===== config.mk =====
export PLATFORM = sky130hd
export DESIGN_NAME = ram_test_error_logger
export DESIGN_NICKNAME = d
export VERILOG_FILES = /design/src/rtl/ram_test_pkg.sv /design/src/rtl/ram_test_err_fifo.sv /design/src/rtl/ram_test_error_logger.sv
export SDC_FILE = /design/constraint.sdc
export NUM_CORES = 1
export LEC_CHECK = 0
export CAP_MARGIN = 25
export CORE_MARGIN = 3
export CORE_UTILIZATION = 30
export DETAILED_ROUTE_END_ITERATION = 16
export DONT_BUFFER_PORTS = 1
export SLEW_MARGIN = 20
export SYNTH_ARGS = -nofsm -noshare
export SYNTH_HDL_FRONTEND = slang
export SYNTH_SLANG_ARGS = --single-unit

===== constraint.sdc =====
create_clock -name clk -period 5.4 [get_ports clk]
set_clock_uncertainty 0.2 [all_clocks]
set_input_delay 0.54 -clock clk [delete_from_list [all_inputs] [get_ports clk]]
set_output_delay 0.54 -clock clk [all_outputs]
set_load 0.01 [all_outputs]

===== src/rtl/ram_test_pkg.sv =====
// Shared definitions for the RAM test datapath: the test FSM state codes
// (used to decode rec_state in logged records) and the record width helper.
package ram_test_pkg;

   // State codes reported by the RAM test FSM on error_state.
   localparam logic [7:0] ST_START        = 8'd1;
   localparam logic [7:0] ST_INIT_WRITE   = 8'd2;
   localparam logic [7:0] ST_INIT_NEXT    = 8'd3;
   localparam logic [7:0] ST_UP_READ      = 8'd4;
   localparam logic [7:0] ST_UP_WRITE     = 8'd5;
   localparam logic [7:0] ST_UP_VERIFY    = 8'd6;
   localparam logic [7:0] ST_UP_NEXT      = 8'd7;
   localparam logic [7:0] ST_DOWN_READ    = 8'd8;
   localparam logic [7:0] ST_DOWN_WRITE   = 8'd9;
   localparam logic [7:0] ST_DOWN_VERIFY  = 8'd10;
   localparam logic [7:0] ST_DOWN_NEXT    = 8'd11;
   localparam logic [7:0] ST_FINAL_READ   = 8'd12;
   localparam logic [7:0] ST_RESTART_LOOP = 8'd13;

   // Width of one packed error record:
   // {state(8), address, expected, actual, loop_count}.
   function automatic int rec_width(input int addr_width, input int data_width,
                                    input int count_width);
      return 8 + addr_width + 2 * data_width + count_width;
   endfunction

endpackage


===== src/rtl/ram_test_err_fifo.sv =====
// Synchronous FIFO with a registered show-ahead head. The head register is
// reloaded every cycle from the entry that will be at the front after this
// cycle's pop, so a record written at edge N is presented after edge N+1.
// When full, a push is still accepted if the head is popped on the same cycle.
module ram_test_err_fifo #(
   parameter int WIDTH = 8,
   parameter int DEPTH = 8
) (
   input  logic             clk,
   input  logic             rst,
   input  logic             flush,
   input  logic             push,
   input  logic [WIDTH-1:0] din,
   input  logic             pop,
   output logic             full,
   output logic             empty,
   output logic [WIDTH-1:0] dout
);

   localparam int PW = $clog2(DEPTH);
   localparam int CW = PW + 1;
   localparam logic [CW-1:0] DEPTH_L = CW'(DEPTH);

   logic [WIDTH-1:0] mem [DEPTH];
   logic [PW-1:0]    wr_ptr;
   logic [PW-1:0]    rd_ptr;
   logic [PW-1:0]    rd_next;
   logic [CW-1:0]    count;
   logic             head_valid;
   logic             pop_ok;
   logic             push_ok;

   // count tracks entries in storage; head_valid lags it by one cycle because
   // the head register needs a cycle to pick up a freshly written entry.
   assign full    = (count == DEPTH_L);
   assign empty   = !head_valid;
   assign pop_ok  = pop && head_valid;
   assign push_ok = push && (!full || pop_ok);
   assign rd_next = rd_ptr + PW'(pop_ok);

   // Pointer, occupancy and head-valid bookkeeping; flush behaves like reset.
   always_ff @(posedge clk) begin
      if (rst || flush) begin
         wr_ptr     <= '0;
         rd_ptr     <= '0;
         count      <= '0;
         head_valid <= 1'b0;
      end else begin
         if (push_ok) wr_ptr <= wr_ptr + PW'(1);
         rd_ptr     <= rd_next;
         count      <= count + CW'(push_ok) - CW'(pop_ok);
         head_valid <= (count - CW'(pop_ok)) != '0;
      end
   end

   // Storage write and show-ahead head register load (no reset needed).
   always_ff @(posedge clk) begin
      if (push_ok) mem[wr_ptr] <= din;
      dout <= mem[rd_next];
   end

endmodule


===== src/rtl/ram_test_error_logger.sv =====
// Error logger sitting behind the RAM test FSM. Counts completed loops,
// error cycles and dropped records (all saturating), keeps sticky flags,
// and queues one record per error cycle for the reporting stage.
//
// Record port handshake: rec_valid stays high while a head record exists and
// rec_* hold that record stable; a record is consumed on each clock edge where
// rec_valid && rec_ready. rec_ready has no effect while rec_valid is low, and
// rec_* carry no meaning then.
module ram_test_error_logger
   import ram_test_pkg::*;
#(
   parameter int ADDR_WIDTH  = 6,
   parameter int DATA_WIDTH  = 1,
   parameter int LOG_DEPTH   = 8,
   parameter int COUNT_WIDTH = 16
) (
   input  logic                   clk,
   input  logic                   rst,
   input  logic                   clear,
   input  logic                   loop_complete,
   input  logic                   error,
   input  logic [7:0]             error_state,
   input  logic [ADDR_WIDTH-1:0]  error_address,
   input  logic [DATA_WIDTH-1:0]  expected_data,
   input  logic [DATA_WIDTH-1:0]  actual_data,
   output logic                   rec_valid,
   input  logic                   rec_ready,
   output logic [7:0]             rec_state,
   output logic [ADDR_WIDTH-1:0]  rec_address,
   output logic [DATA_WIDTH-1:0]  rec_expected,
   output logic [DATA_WIDTH-1:0]  rec_actual,
   output logic [COUNT_WIDTH-1:0] rec_loop,
   output logic [COUNT_WIDTH-1:0] loop_count,
   output logic [COUNT_WIDTH-1:0] error_count,
   output logic [COUNT_WIDTH-1:0] dropped_count,
   output logic                   overflow,
   output logic                   any_error
);

   localparam int REC_W = rec_width(ADDR_WIDTH, DATA_WIDTH, COUNT_WIDTH);
   localparam logic [COUNT_WIDTH-1:0] CNT_MAX = '1;

   logic             fifo_full;
   logic             fifo_empty;
   logic             pop;
   logic             drop;
   logic [REC_W-1:0] push_rec;
   logic [REC_W-1:0] head_rec;

   // loop_count here is the value before any same-cycle loop_complete.
   assign push_rec  = {error_state, error_address, expected_data, actual_data, loop_count};
   assign rec_valid = !fifo_empty;
   assign pop       = rec_valid && rec_ready;
   assign drop      = error && fifo_full && !pop;
   assign {rec_state, rec_address, rec_expected, rec_actual, rec_loop} = head_rec;

   ram_test_err_fifo #(
      .WIDTH (REC_W),
      .DEPTH (LOG_DEPTH)
   ) u_fifo (
      .clk   (clk),
      .rst   (rst),
      .flush (clear),
      .push  (error),
      .din   (push_rec),
      .pop   (pop),
      .full  (fifo_full),
      .empty (fifo_empty),
      .dout  (head_rec)
   );

   // Saturating counters and sticky flags; clear acts as a local reset.
   always_ff @(posedge clk) begin
      if (rst || clear) begin
         loop_count    <= '0;
         error_count   <= '0;
         dropped_count <= '0;
         overflow      <= 1'b0;
         any_error     <= 1'b0;
      end else begin
         if (loop_complete && loop_count != CNT_MAX) loop_count <= loop_count + 1'b1;
         if (error) begin
            any_error <= 1'b1;
            if (error_count != CNT_MAX) error_count <= error_count + 1'b1;
         end
         if (drop) begin
            overflow <= 1'b1;
            if (dropped_count != CNT_MAX) dropped_count <= dropped_count + 1'b1;
         end
      end
   end

endmodule


==> run_results.csv, run 1 <==
group,metric,value,unit
drt,vias_per_cell,4.98,
logic_synthesis,syn_avg_cell_area,17.3,um^2
clocking,cts_tree,"built",
logic_synthesis,synth_simple_gate_area_frac,0.0729,
worst_setup_path,critical_path_required,5.40,ns
worst_setup_path,rr_worst_depth,6,
worst_setup_path,cp_num_cells,6,
placement,place_congestion,0.777,
clocking,postCtsResizedCells,0,
global_routing,grt_max_degree,66,
worst_setup_path,endpoint_kind,"flop",
worst_setup_path,path_cells,"nand2_1 -> inv_1 -> o31a_1 -> nand2_1 -> nor2_4 -> buf_4",
placement,portBuffers,0,
clocking,clk_pin_slew_worst_paths,0.06,ns
power_and_ir_drop,leakage,4.74,nW
drt,routed-via-count,7112,
power_and_ir_drop,vdd_drop_max,210,uV
run,maxCapViolCount,0,
placement,placed_cells,1341,
power_and_ir_drop,power_density,367,nW/um^2
sta,clock.fmax,335,MHz
cells_and_area,area_growth,17.6,%
power_and_ir_drop,p_comb_frac,0.040,
logic_synthesis,synth_top_family_by_area,"multiplexers",
sta,post-route-period-util,0.553,
sta,rsz0062_at_grt,"no",
cells_and_area,nets,852,
global_routing,antenna_found_initial,0,
cells_and_area,drive_above_1_share,0.223,
worst_setup_path,worstSetupStartpointType,"flop",
logic_synthesis,synth_seq_area_share,0.716,
logic_synthesis,synth_compound_area_frac,0.0378,
logic_synthesis,synth_fa_ha_area_frac,0.0137,
drt,wire_per_inst,19.4,um
sta,finalSetupViolCount,0,
drt,drt_iter0_drc,479,
clocking,clockBufferDepth,3,
floorplanning,pin_count,105,
worst_hold_path,worstHoldPathType,"in -> reg",
worst_setup_path,worst-r2r-setup-slack,2.41,ns
worst_setup_path,path_delay_family,"simple AND/OR/NAND/NOR gates",
power_and_ir_drop,clkPwrFrac,0.443,
sta,finalHoldViolCount,0,
clocking,cts_buffers,37,
floorplanning,core,43500,um^2
sta,slew_viol_final,0,
worst_setup_path,path_max_fanout,22,
clocking,clock-sinks,349,
global_routing,grtUsageTotal,0.118,
logic_synthesis,synth-edff-count,256,
power_and_ir_drop,share_seq_of_total_power,0.518,
power_and_ir_drop,swShare,0.204,
worst_setup_path,r2r_end,"u_fifo.mem[7][10]$_DFFE_PP_",
cells_and_area,diodes,0,
logic_synthesis,synth_async_sr_flop_share,0,
placement,placedInstanceArea,14200,um^2
cells_and_area,finalNonFillerCells,1429,
logic_synthesis,synth_nets,805,
sta,tightest_slew,0.960,ns
logic_synthesis,syn-cell-area,13300,um^2
power_and_ir_drop,p_sw,0.00117,W
floorplanning,rows,76,
worst_setup_path,endpoint,"u_fifo.mem[7][10]$_DFFE_PP_",
global_routing,grt_remaining_overflow,0,
worst_setup_path,worstSetupStartpoint,"u_fifo.head_valid$_SDFF_PP0_",
logic_synthesis,synth-xor-area-share,0.00460,
logic_synthesis,synth_seq_cells,349,
cells_and_area,final_util,0.361,
sta,relSlewSlack,0.360,
floorplanning,die_w,217,um
logic_synthesis,syn_inst,769,
logic_synthesis,ys.flop_type,"edfxtp_1",
clocking,insertion_delay,0.52,ns
clocking,htreeDepth,2,
worst_setup_path,crit_buf_inv,2,
power_and_ir_drop,internal-power,0.00457,W
worst_setup_path,slowest_stage,"nor2_4",
placement,dp_hpwl,16200,um
worst_setup_path,worstPathArrival,2.99,ns
drt,drc,0,
logic_synthesis,muxShareOfSynthArea,0.143,
cells_and_area,design_area,15700,um^2
drt,wirelength,27700,um
worst_setup_path,cp_common_cell,"nand2_1",
drt,dr.pass1.iters,4,
floorplanning,initial_utilization,0.307,
floorplanning,die_h,217,um
drt,ant_nets,0,
sta,tns,0,ns
worst_setup_path,reg2reg_from,"u_fifo.head_valid$_SDFF_PP0_",
cells_and_area,final_cell_mix,"edfxtp_1 (256), dfxtp_1 (93), mux4_2 (64)",
worst_setup_path,path_class,"reg -> reg",
status,status,"finished clean",
global_routing,grt_pass1_vias,7334,
logic_synthesis,yosys_warnings,0,
clocking,root_buffer,"clkbuf_16",
sta,finalCriticalPeriod,2.99,ns
clocking,cts_setup_buffers,0,
cells_and_area,layout_commonest_cell,"edfxtp_1",
logic_synthesis,ys_types,51,
worst_setup_path,cp_slowest_stage_delay,0.80,ns
global_routing,grt_pass1_wl,43300,um
floorplanning,dieArea,47000,um^2
-- repair_timing --
action	CTS	global route
setup endpoints to repair	0	0
endpoints found under the hold margin	137	0
hold buffers	21	0
-- worst min path at each step --
stage          depth (start not counted)  slack (ns)                             to                          start
2_1_floorplan                          2        0.28  u_fifo.wr_ptr[0]$_SDFFE_PP0P_  u_fifo.wr_ptr[0]$_SDFFE_PP0P_
3_3_place_gp                           2        0.30  u_fifo.wr_ptr[0]$_SDFFE_PP0P_  u_fifo.wr_ptr[0]$_SDFFE_PP0P_
3_5_place_dp                           2        0.29  u_fifo.wr_ptr[0]$_SDFFE_PP0P_  u_fifo.wr_ptr[0]$_SDFFE_PP0P_
4_1_cts                                3        0.04    error_count[4]$_SDFFE_PP0P_                          error
5_1_grt                                2        0.07    error_count[4]$_SDFFE_PP0P_                          error
6_report                               3        0.06    error_count[4]$_SDFFE_PP0P_                          error
-- cells by family (layout without fill, tap and decap cells) --
kind of cell / Yosys count / after routing
muxes: 106 / 106
and+or+nand+nor: 175 / 175
DFF: 349 / 349
xor gates and xnor gates: 7 / 7
AOI/OAI and AO/OA: 79 / 79
adders and majority gates: 14 / 14
buffers and inverters: 39 / 114
-- state kept, by name, summed over array words and instances (netlist names), 3 cells and up --
| register | cells |
|---|---|
| u_fifo.mem | 256 |
| loop_count | 16 |
| dropped_count | 16 |
| u_fifo.rd_ptr | 3 |
| error_count | 16 |
| u_fifo.dout | 32 |
| u_fifo.wr_ptr | 3 |
| u_fifo.count | 4 |
-- power groups by stage --
stage                     Combinational (W)  Clock (W)  Sequential, W
after global routing               0.000252    0.00273        0.00298
final                              0.000229    0.00254        0.00297
after floorplan                    0.000159          0        0.00302
after CTS                          0.000235    0.00261        0.00298
after detailed placement           0.000209          0        0.00303
after global placement             0.000204          0        0.00303
-- routing by layer --
metal / wire, um / up-vias / track usage / share of wire
li1: - / 3211 / - / -
met1: 12300 / 3668 / 0.159 / 0.44
met2: 12900 / 190 / 0.189 / 0.47
met3: 1890 / 43 / 0.0325 / 0.068
met4: 606 / 0 / 0.0311 / 0.022
met5: 0 / - / 0 / 0
-- per-stage QoR --
step / power [W] / worst slack [ns] / hold slack [ns]
2_1_floorplan: 0.00318 / 1.46 / 0.275
3_3_place_gp: 0.00324 / 2.04 / 0.295
3_5_place_dp: 0.00324 / 2.24 / 0.293
4_1_cts: 0.00582 / 2.35 / 0.0356
5_1_grt: 0.00596 / 2.19 / 0.0704
6_report: 0.00575 / 2.41 / 0.0606
-- worst min-delay path, stage by stage --
cell and delay, ns:
nand3_1 0.05, nor2_1 0.09, nor3_1 0.05
-- synthesized netlist by cell type, types with 14 or more instances --
cell | instances | area share
edfxtp_1 | 256 | 0.58
dfxtp_1 | 93 | 0.14
mux4_2 | 64 | 0.11
mux2_2 | 33 | 0.028
nand2_1 | 31 | 0.0087
a21oi_1 | 27 | 0.010
nor2_1 | 24 | 0.0068
nand3_1 | 20 | 0.0075
o21ai_0 | 17 | 0.0064
clkbuf_1 | 16 | 0.0045
or3_1 | 16 | 0.0075
nand4_1 | 14 | 0.0066
-- layout make-up --
cell class,instances,area [um^2]
Tap cell,585,732
Timing Repair Buffer,37,383
Inverter,10,37.5
Multi-Input combinational cell,381,3730
Clock inverter,15,176
Clock buffer,52,1060
Fill cell,4055,27800
Sequential cell,349,9550
No activity file was read; power rests on OpenSTA's default activity.
==> run 2: changes to the inputs <==
==> constraint.sdc (replaced) <==
create_clock -name clk -period 3 [get_ports clk]
set_clock_uncertainty 0.2 [all_clocks]
set_input_delay 0.3 -clock clk [delete_from_list [all_inputs] [get_ports clk]]
set_output_delay 0.3 -clock clk [all_outputs]
set_load 0.01 [all_outputs]
==> run 2 against run 1 <==
  * Clock power increased by 83%
  * Register-to-register slack got worse by 2.0 ns
  * Maximum frequency increased by 15%
  * Power increased by 82%
  * Largest power group unchanged
  * Critical endpoint is now u_fifo.dout[0]$_DFF_P_
  * Combinational power increased by 88%
  * Core utilization increased by 0.53 points
  * Die area unchanged
  * Global-route usage increased by 0.45 points
==> run_results.csv, run 2 (synthesized netlist as in run 1, its figures left out) <==
group,metric,value,unit
worst_setup_path,worstSetupStartpointType,"flop",
drt,vias_per_cell,4.93,
clocking,clockBufferDepth,3,
run,maxCapViolCount,0,
sta,tns,0,ns
sta,tightest_slew,0.866,ns
worst_setup_path,endpoint_kind,"flop",
floorplanning,die_w,217,um
worst_setup_path,critical_path_required,3.20,ns
cells_and_area,largest_reg_flops,256,
global_routing,antenna_found_initial,1,
cells_and_area,nets,878,
placement,place_congestion,0.783,
sta,relSlewSlack,0.422,
clocking,clk_pin_slew_worst_paths,0.06,ns
sta,slew_viol_final,0,
global_routing,grt_remaining_overflow,0,
global_routing,grtUsageTotal,0.122,
worst_setup_path,path_class,"reg -> reg",
global_routing,grt_max_degree,41,
placement,dp_hpwl,17200,um
floorplanning,rows,76,
status,status,"finished clean",
drt,routed-via-count,7180,
sta,finalCriticalPeriod,2.59,ns
worst_setup_path,rr_worst_depth,6,
clocking,cts_buffers,38,
floorplanning,initial_utilization,0.307,
sta,finalSetupViolCount,0,
floorplanning,core,43500,um^2
placement,placed_cells,1365,
cells_and_area,final_util,0.366,
floorplanning,dieArea,47000,um^2
drt,drc,0,
worst_hold_path,worstHoldPathType,"in -> reg",
power_and_ir_drop,vdd_drop_max,355,uV
cells_and_area,largest_registers,"u_fifo.mem x256, u_fifo.dout x32",
drt,wirelength,28800,um
global_routing,grt_pass1_vias,7355,
cells_and_area,top_register,"u_fifo.mem",
global_routing,grt_pass1_wl,44300,um
clocking,insertion_delay,0.53,ns
floorplanning,die_h,217,um
floorplanning,pin_count,105,
clocking,htreeDepth,2,
cells_and_area,area_growth,19.3,%
worst_setup_path,worstPathArrival,2.80,ns
drt,drt_iter0_drc,511,
sta,post-route-period-util,0.864,
cells_and_area,drive_above_1_share,0.242,
power_and_ir_drop,leakage,4.85,nW
sta,finalHoldViolCount,0,
cells_and_area,final_cell_mix,"edfxtp_1 (256), dfxtp_1 (93), mux4_2 (64)",
worst_setup_path,path_max_fanout,15,
drt,ant_nets,0,
clocking,root_buffer,"clkbuf_16",
sta,rsz0062_at_grt,"no",
cells_and_area,finalNonFillerCells,1457,
worst_hold_path,min_path_cells,3,
clocking,cts_tree,"built",
power_and_ir_drop,power_density,657,nW/um^2
placement,portBuffers,0,
sta,clock.fmax,386,MHz
cells_and_area,layout_commonest_cell,"edfxtp_1",
drt,dr.pass1.iters,4,
drt,wire_per_inst,19.8,um
cells_and_area,diodes,0,
clocking,cts_setup_buffers,0,
clocking,clock-sinks,349,
run 2: critical path: stages, from the launching register on:
cell	delay (ns)
dfxtp_1	0.34
nand2_1	0.14
inv_1	0.14
ha_4	0.53
buf_4	0.29
mux4_2	0.53
mux2_2	0.28
run 2: repair_timing:
action	in CTS	in global routing
hold endpoints to repair	160	0
gates resized for setup	0	0
hold buffers	22	0
run 2: stage by stage:
step                power [W]  hold slack [ns]  setup WS, ns  area (um^2)
global placement      0.00585            0.199         0.461        14400
CTS                    0.0106            0.137         0.374        15900
finish                 0.0104            0.176         0.408        15900
global route           0.0108            0.169         0.275        15900
floorplan             0.00572            0.199       -0.0156        13300
detailed placement    0.00586            0.199         0.433        14400
run 2: path summary, 6_finish.rpt:
path,slack (ns),start,end
setup reg to reg,0.41,u_fifo.head_valid$_SDFF_PP0_,u_fifo.dout[0]$_DFF_P_
hold reg to reg,0.30,u_fifo.wr_ptr[0]$_SDFFE_PP0P_,u_fifo.wr_ptr[0]$_SDFFE_PP0P_
hold / removal,0.18,error,overflow$_SDFFE_PP0P_
setup / recovery,0.41,u_fifo.head_valid$_SDFF_PP0_,u_fifo.dout[0]$_DFF_P_
run 2: per-layer routing:
layer	wire [um]	part of all wire	vias up	GRT usage
met4	493	0.017	4	0.0317
met5	34	0.0012	-	0
li1	-	-	3265	-
met3	2120	0.073	38	0.0370
met1	12600	0.44	3679	0.161
met2	13600	0.47	194	0.198
run 2: layout make-up:
cell class	instances	area, um^2
tap	585	732
sequential	349	9550
multi-input combinational	381	3730
clock buffer	56	1090
clock inverter	14	164
timing repair buffer	62	596
fill	4094	27600
inverter	10	37.5
run 2: power by group:
group	internal [W]	total, W	switching, W
clock network	0.00279	0.00466	0.00186
registers	0.00527	0.00536	0.0000869
logic	0.000220	0.000430	0.000209
total	0.00828	0.0104	0.00216
